[src/rtl/irq_pending_latch.sv]
// Interrupt request front end: synchronises raw request lines, latches edge-type
// requests (or follows level-type ones), masks them and feeds the priority encoder.
module irq_pending_latch #(
  parameter int N           = 4,
  parameter int IDW         = 2,
  parameter int SYNC_STAGES = 2
) (
  input  logic           clk,
  input  logic           rst,
  input  logic [N-1:0]   req_in,
  input  logic [N-1:0]   edge_mode,
  input  logic [N-1:0]   mask,
  input  logic           ack_valid,
  input  logic [IDW-1:0] ack_id,
  output logic [N-1:0]   pend_vec,
  output logic           irq,
  output logic [N-1:0]   overrun
);

  logic [N-1:0] s;
  logic [N-1:0] prev_reg;
  logic [N-1:0] rise;
  logic [N-1:0] ack_hit;
  logic [N-1:0] pending_reg;
  logic [N-1:0] pending_next;
  logic [N-1:0] overrun_reg;
  logic [N-1:0] overrun_next;
  logic         irq_reg;

  genvar gi;
  generate
    for (gi = 0; gi < N; gi++) begin : g_line
      logic [SYNC_STAGES-1:0] chain_reg;

      always_ff @(posedge clk or posedge rst) begin
        if (rst) begin
          chain_reg <= '0;
        end else begin
          chain_reg <= {chain_reg[SYNC_STAGES-2:0], req_in[gi]};
        end
      end

      assign s[gi]       = chain_reg[SYNC_STAGES-1];
      assign rise[gi]    = s[gi] & ~prev_reg[gi];
      assign ack_hit[gi] = ack_valid && (ack_id == IDW'(gi));

      // Set beats clear so an edge arriving with its own ack is never dropped.
      assign pending_next[gi] = edge_mode[gi]
                              ? (rise[gi] | (pending_reg[gi] & ~ack_hit[gi]))
                              : s[gi];

      assign overrun_next[gi] = edge_mode[gi]
                              & ((rise[gi] & pending_reg[gi] & ~ack_hit[gi])
                                 | (overrun_reg[gi] & ~ack_hit[gi]));
    end
  endgenerate

  always_ff @(posedge clk or posedge rst) begin
    if (rst) begin
      prev_reg    <= '0;
      pending_reg <= '0;
      overrun_reg <= '0;
      irq_reg     <= 1'b0;
    end else begin
      prev_reg    <= s;
      pending_reg <= pending_next;
      overrun_reg <= overrun_next;
      irq_reg     <= |(pending_reg & mask);
    end
  end

  assign pend_vec = pending_reg & mask;
  assign irq      = irq_reg;
  assign overrun  = overrun_reg;

endmodule

[config.mk]
export PLATFORM = sky130hd
export DESIGN_NAME = irq_pending_latch
export DESIGN_NICKNAME = d
export VERILOG_FILES = /design/src/rtl/irq_pending_latch.sv
export SDC_FILE = /design/constraint.sdc
export NUM_CORES = 1
export LEC_CHECK = 0
export ABC_AREA = 1
export ABC_CLOCK_PERIOD_IN_PS = 890
export CORE_MARGIN = 1.5
export CORE_UTILIZATION = 57
export CTS_CLUSTER_DIAMETER = 50
export DETAILED_ROUTE_END_ITERATION = 8
export DONT_BUFFER_PORTS = 1
export PLACE_DENSITY = 0.83
export SYNTH_ARGS = -nofsm -noshare
export SYNTH_HDL_FRONTEND = slang
export SYNTH_SLANG_ARGS = --single-unit
[constraint.sdc]
create_clock -name clk -period 0.89 [get_ports clk]
set_input_delay 0.178 -clock clk [delete_from_list [all_inputs] [get_ports clk]]
set_output_delay 0.178 -clock clk [all_outputs]
set_load 0.03 [all_outputs]
==> results of run 1 <==
## path summary, 6_finish.rpt
check	start	end	slack, ns	cells after the start
hold / removal	edge_mode[1]	pending_reg[1]	0.02	2
hold reg to reg	g_line[2].chain_reg[0]	g_line[2].chain_reg[1]	0.36	0
min in group asynchronous	rst	pending_reg[1]	0.32	3
max in group asynchronous	rst	irq	0.34	3
setup reg to reg	pending_reg[0]	overrun[0]	-0.20	6
setup / recovery	pending_reg[3]	pend_vec[3]	-0.23	2
## layout by cell type, fill, tap and decap left out, types with 4 or more instances in the layout
cell type,n
dfrtp_1,20
nand2_1,19
buf_4,11
dlygate4sd3_1,10
inv_1,8
nand3_1,8
nor2_1,6
nand2_2,5
buf_6,5
inv_4,4
## layout make-up
class | instances | area share
sequential | 21 | 0.4800
timing repair buffer | 27 | 0.2360
multi-input combinational | 42 | 0.1824
inverter | 15 | 0.06043
clock buffer | 3 | 0.02052
tap | 14 | 0.01596
clock inverter | 1 | 0.004561
## synth_stat cells
| cell | number |
|---|---|
| dfrtp_1 | 21 |
| nand2_1 | 24 |
| nand4_1 | 1 |
| a21oi_1 | 1 |
| nand3_1 | 10 |
| inv_1 | 15 |
| nor2_1 | 6 |
## per-stage QoR
step | hold WS (ns) | setup TNS [ns] | setup WS (ns) | std cells | area, sq um
finish | 0.01999 | -1.839 | -0.2266 | 123 | 1097
global route | 0.01079 | -2.151 | -0.2367 | 123 | 1097
CTS | 0.01038 | -1.308 | -0.1723 | 119 | 1036
detailed placement | 0.1115 | 0 | 0.03107 | 97 | 823.3
global placement | 0.1069 | 0 | 0.07700 | 97 | 823.3
floorplan | 0.1545 | 0 | 0.1111 | 78 | 755.7
## power by group through the flow
stage	combinational, mW	sequential, mW	clock [mW]
floorplan	0.114	1.09	0
global route	0.361	1.08	0.500
detailed placement	0.180	1.08	0
CTS	0.278	1.06	0.451
finish	0.340	1.08	0.451
global placement	0.172	1.08	0
## logic make-up after synthesis
group           after synthesis
compound gates                1
buf+inv                      15
flops                        21
simple gates                 41
## critical path, cell delays in order (launching register included)
cell,delay (ns)
dfrtp_1,0.42
nand2_2,0.10
inv_4,0.11
## layer usage
layer / up-vias / global-route usage / part of all wire
li1: 296 / - / -
met1: 321 / 0.2885 / 0.34
met2: 72 / 0.5000 / 0.48
met3: 38 / 0.06818 / 0.087
met4: 0 / 0.2069 / 0.094
met5: - / 0 / 0
## what timing repair did
action / in CTS / in global routing
hold endpoints to repair: 29 / 1
resized for setup: 14 / 11
setup endpoints to repair: 9 / 12
hold buffers: 9 / 1
pin swaps: 3 / 3
setup buffers: 9 / 4
gates cloned: 0 / 0
==> metrics, run 1 <==
run status=complete, but fails checks; failing checks=negative setup slack; Int Pwr=1.336 mW; die width=39.41 um; Sink Count=21; register area=526.8 sq um; #FFs+latches synth=21; syn nets=95; total number of vias=between 700 and 800; DIE HEIGHT=slightly below 40 um; Rows=12; Max rail drop VDD=around 1.6 mV; largest net degree at the start of global routing=22; cell taking the most area after synthesis=dfrtp_1; max reg flops=8; Total GRT Usage=0.2855; Final Max Tran Viols=0; post-synthesis compound-gate area fraction=0.006623; Max Buffers Root-to-Sink=2; post-route setup slack=-0.2266 ns; critical path arrival=0.94 ns; Achievable Freq=roughly 900 MHz; drt wl/cell=19.83 um; remaining antenna violation count after routing=0; Starting Density=0.6453; CTS root buffer=clkbuf_4; vias in the first global route=614; Flop pwr share=0.576; class of the worst hold path=in -> reg; Hold Fails Final Rpt=0; fin nets=around 130; period utilization=1.255; Comb power frac=0.182; die area=0.001553 sq mm; core area=0.001171 sq mm; xor and xnor area share after synthesis=0; largest family of logic cells by synthesized area=simple AND/OR/NAND/NOR gates; area of the multi-input gates=~200 sq um; post-synthesis mux area share=0; drt pass-1 iters=5; Residual DRC=0; P&R area growth vs syn=45.20%; Post-Syn Instances=78; TritonCTS buffer count=3; num ports=26; Layout fillers=35; gpl congestion=0.6622; diode count=0; Worst setup EP type=output pin; Max Cap Viol=0; first-pass GRT wire length=2.628 mm; clock share of power=0.242; RSZ-0062 raised after global routing=yes; Critical Path RT=0.71 ns; initial antenna violation count=0; Congestion Overflow GR=0; share of post-route cells with drive strength above 1=0.3394; Worst-path clk slew=0.11 ns; Post-DP HPWL=approximately 1.1 mm; worst-skew pair later-pin latency=0.31 ns; Final Total Pwr=roughly 1.9 mW; yosys warns=0; vias per cell=5.911; library cells used by synthesis=7; crit start category=flop; 1st-iter DRT viols=between 40 and 50; mapped cell area=between 700 and 800 sq um; Worst Tran Pin Value=0.2581 ns; Synth Area in Simple Gates=0.2235; Adder-Cell Fraction of Synth Area=0; CP Max Fanout=2; Slew Limit Headroom=0.8280; P_sw=530.7 uW; sequential area share after synthesis=0.6954; CTS tree=yes; kind of critical path=reg -> out; Lkg Pwr=0.5721 nW; PD cells=1701 mW/mm^2; Setup violations, final=13; Synth area leaders=dfrtp_1 (70%), nand2_1 (12%), inv_1 (7.5%), nand3_1 (6.6%), nor2_1 (3.0%); Synth top area share=0.6954; IO buf count=0; # H-tree levels=1; syn avg cell area=9.689 sq um; crit path time final=1.117 ns; Clock Skew=~0.0087 ns; switching share of power=0.2843; drt total wl=2.439 mm; utilization after layout=0.9370
No activity file was read; power rests on OpenSTA's default activity.
==> run 2, diff against run 1 <==
Settings changed: CAP_MARGIN from default to 30, CORE_MARGIN 1.5 to 3.
==> run 2 against run 1 <==
Net effect: the flow still finishes with violations (negative setup slack); sequential cell count unchanged; sequential power about the same; first-iteration DRC count decreased by 65%; combinational power decreased by 11%; non-clock buffer count decreased by 4; fmax increased by 2.7%; global-route usage decreased by 5.4 points.
==> metrics, run 2 (same netlist as run 1, synthesis figures left out) <==
run status=complete, but fails checks; failing checks=negative setup slack; crit path time final=1.087 ns (-0.02914 ns); Lkg Pwr=0.5495 nW (-4.0%); Slew Limit Headroom=0.8313 (+0.003297); initial antenna violation count=0 (unchanged); Final Max Tran Viols=0 (unchanged); fin nets=123 (-3.1%); DIE HEIGHT=42.41 um (+7.6%); class of the worst hold path=in -> reg; vias in the first global route=680 (+11%); P&R area growth vs syn=40.56%; Congestion Overflow GR=0 (unchanged); crit start category=flop; share of post-route cells with drive strength above 1=0.2952 (-0.04421); Achievable Freq=919.6 MHz (+2.7%); IO buf count=0 (unchanged); Max Buffers Root-to-Sink=2 (unchanged); Post-DP HPWL=1.065 mm (+1.2%); Buf/Inv on CP=1 (unchanged); PD cells=1716 mW/mm^2 (+0.90%); Critical Path RT=0.71 ns (about the same); gpl congestion=0.7311 (+10%); Layout fillers=53 (+51%); period utilization=1.222 (-0.03274); die area=0.001799 sq mm (+16%); Clock Skew=0.006896 ns (-0.001798 ns); Max Cap Viol=0 (unchanged); TritonCTS buffer count=3 (unchanged); Hold Fails Final Rpt=0 (unchanged); commonest non-fill, non-tap cell in the layout=dfrtp_1; most frequent cells in the layout=dfrtp_1 (20), nand2_1 (19), inv_1 (10); Worst Tran Pin Value=0.2531 ns (-0.004946 ns); drt wl/cell=16.15 um (-19%); CP max stage cell=dfrtp_1; Worst setup EP type=output pin; Worst-path clk slew=0.11 ns (about the same); Total GRT Usage=0.2319 (-0.05359); Max rail drop VDD=1.483 mV (-7.5%); ordered cell list for the critical path=nand2_2 > inv_4; CP delay by family, top=flip-flops; # H-tree levels=1 (unchanged); Rows=12 (unchanged); total negative slack=-1.393 ns (+0.4459 ns); RSZ-0062 raised after global routing=yes; Setup violations, final=10 (-3); Sink Count=21 (unchanged); CTS root buffer=clkbuf_4; 1st-iter DRT viols=15 (-65%); slowest cell delay on critical path=0.41 ns (about the same); kind of critical path=reg -> out; Starting Density=0.6453 (unchanged); max reg flops=8 (unchanged); largest net degree at the start of global routing=22 (unchanged); post-route setup slack=-0.1974 ns (+0.02914 ns); Residual DRC=0 (unchanged); vias per cell=5.387 (-8.9%); dpl ws=0.05094 ns (+0.01987 ns); worst-skew pair later-pin latency=0.30 ns (about the same); CP Max Fanout=2 (unchanged); first-pass GRT wire length=2.980 mm (+13%); total number of vias=641 (-12%); drt total wl=1.922 mm (-21%); remaining antenna violation count after routing=0 (unchanged); die width=42.41 um (+7.6%); CTS tree=yes; core area=0.001171 sq mm (unchanged); drt pass-1 iters=7 (+2); diode count=0 (unchanged); critical path arrival=0.91 ns (-0.03 ns); num ports=26 (unchanged)
[run 2: power by group]
group	internal [mW]	switching (mW)	leakage (nW)
sequential	1.01	0.0546	0.250
clock	0.175	0.276	0.0150
combinational	0.140	0.164	0.284
[run 2: layout make-up]
| class | instances | area, sq um | area share |
|---|---|---|---|
| Sequential cell | 21 | 526.8 | 0.4959 |
| Timing Repair Buffer | 23 | 226.5 | 0.2132 |
| Multi-Input combinational cell | 42 | 198.9 | 0.1873 |
| Inverter | 15 | 66.31 | 0.06243 |
| Clock buffer | 4 | 26.28 | 0.02473 |
| Tap cell | 14 | 17.52 | 0.01649 |
[run 2: worst reg2reg max path: cells and delay by family (launching register included)]
family                 cells  cell delay [ns]
flip-flops                 1             0.43
AND/OR/NAND/NOR            4             0.23
buffers and inverters      1             0.16
[run 2: metrics by stage]
step | hold WS (ns) | utilization | total power [mW] | instance area (sq um) | std cells
after floorplan | 0.1545 | - | 1.204 | 755.7 | 78
after global placement | 0.1082 | 0.7030 | 1.248 | 823.3 | 97
after detailed placement | 0.1158 | 0.7030 | 1.261 | 823.3 | 97
after CTS | 0.004405 | 0.8686 | 1.773 | 1017 | 116
after global routing | 0.01638 | 0.9071 | 1.904 | 1062 | 119
final | 0.01197 | 0.9071 | 1.823 | 1062 | 119
[run 2: worst paths after layout]
check                                            start                      to  slack (ns)  depth (start not counted)
worst max register to register          pending_reg[0]              overrun[0]       -0.03                          5
worst min register to register  g_line[2].chain_reg[0]  g_line[2].chain_reg[1]        0.36                          0
min in group asynchronous                          rst          pending_reg[0]        0.33                          3
max in group asynchronous                          rst                     irq        0.34                          3
worst min-delay path                      edge_mode[2]          pending_reg[2]        0.01                          2
worst max-delay path                    pending_reg[0]             pend_vec[0]       -0.20                          2
[run 2: repair_timing]
action                     CTS  global route
pin swaps                    3             8
gates resized for setup     16             7
setup buffers                6             5
hold buffers                 9             0
hold endpoints to repair    29             0
setup endpoints to repair    9            12
[run 2: per-layer routing]
| layer | share of wire | up-vias | global-route usage |
|---|---|---|---|
| li1 | - | 290 | - |
| met1 | 0.34 | 301 | 0.2197 |
| met2 | 0.54 | 37 | 0.4225 |
| met3 | 0.059 | 13 | 0.05150 |
| met4 | 0.055 | 0 | 0.1739 |
| met5 | 0 | - | 0 |
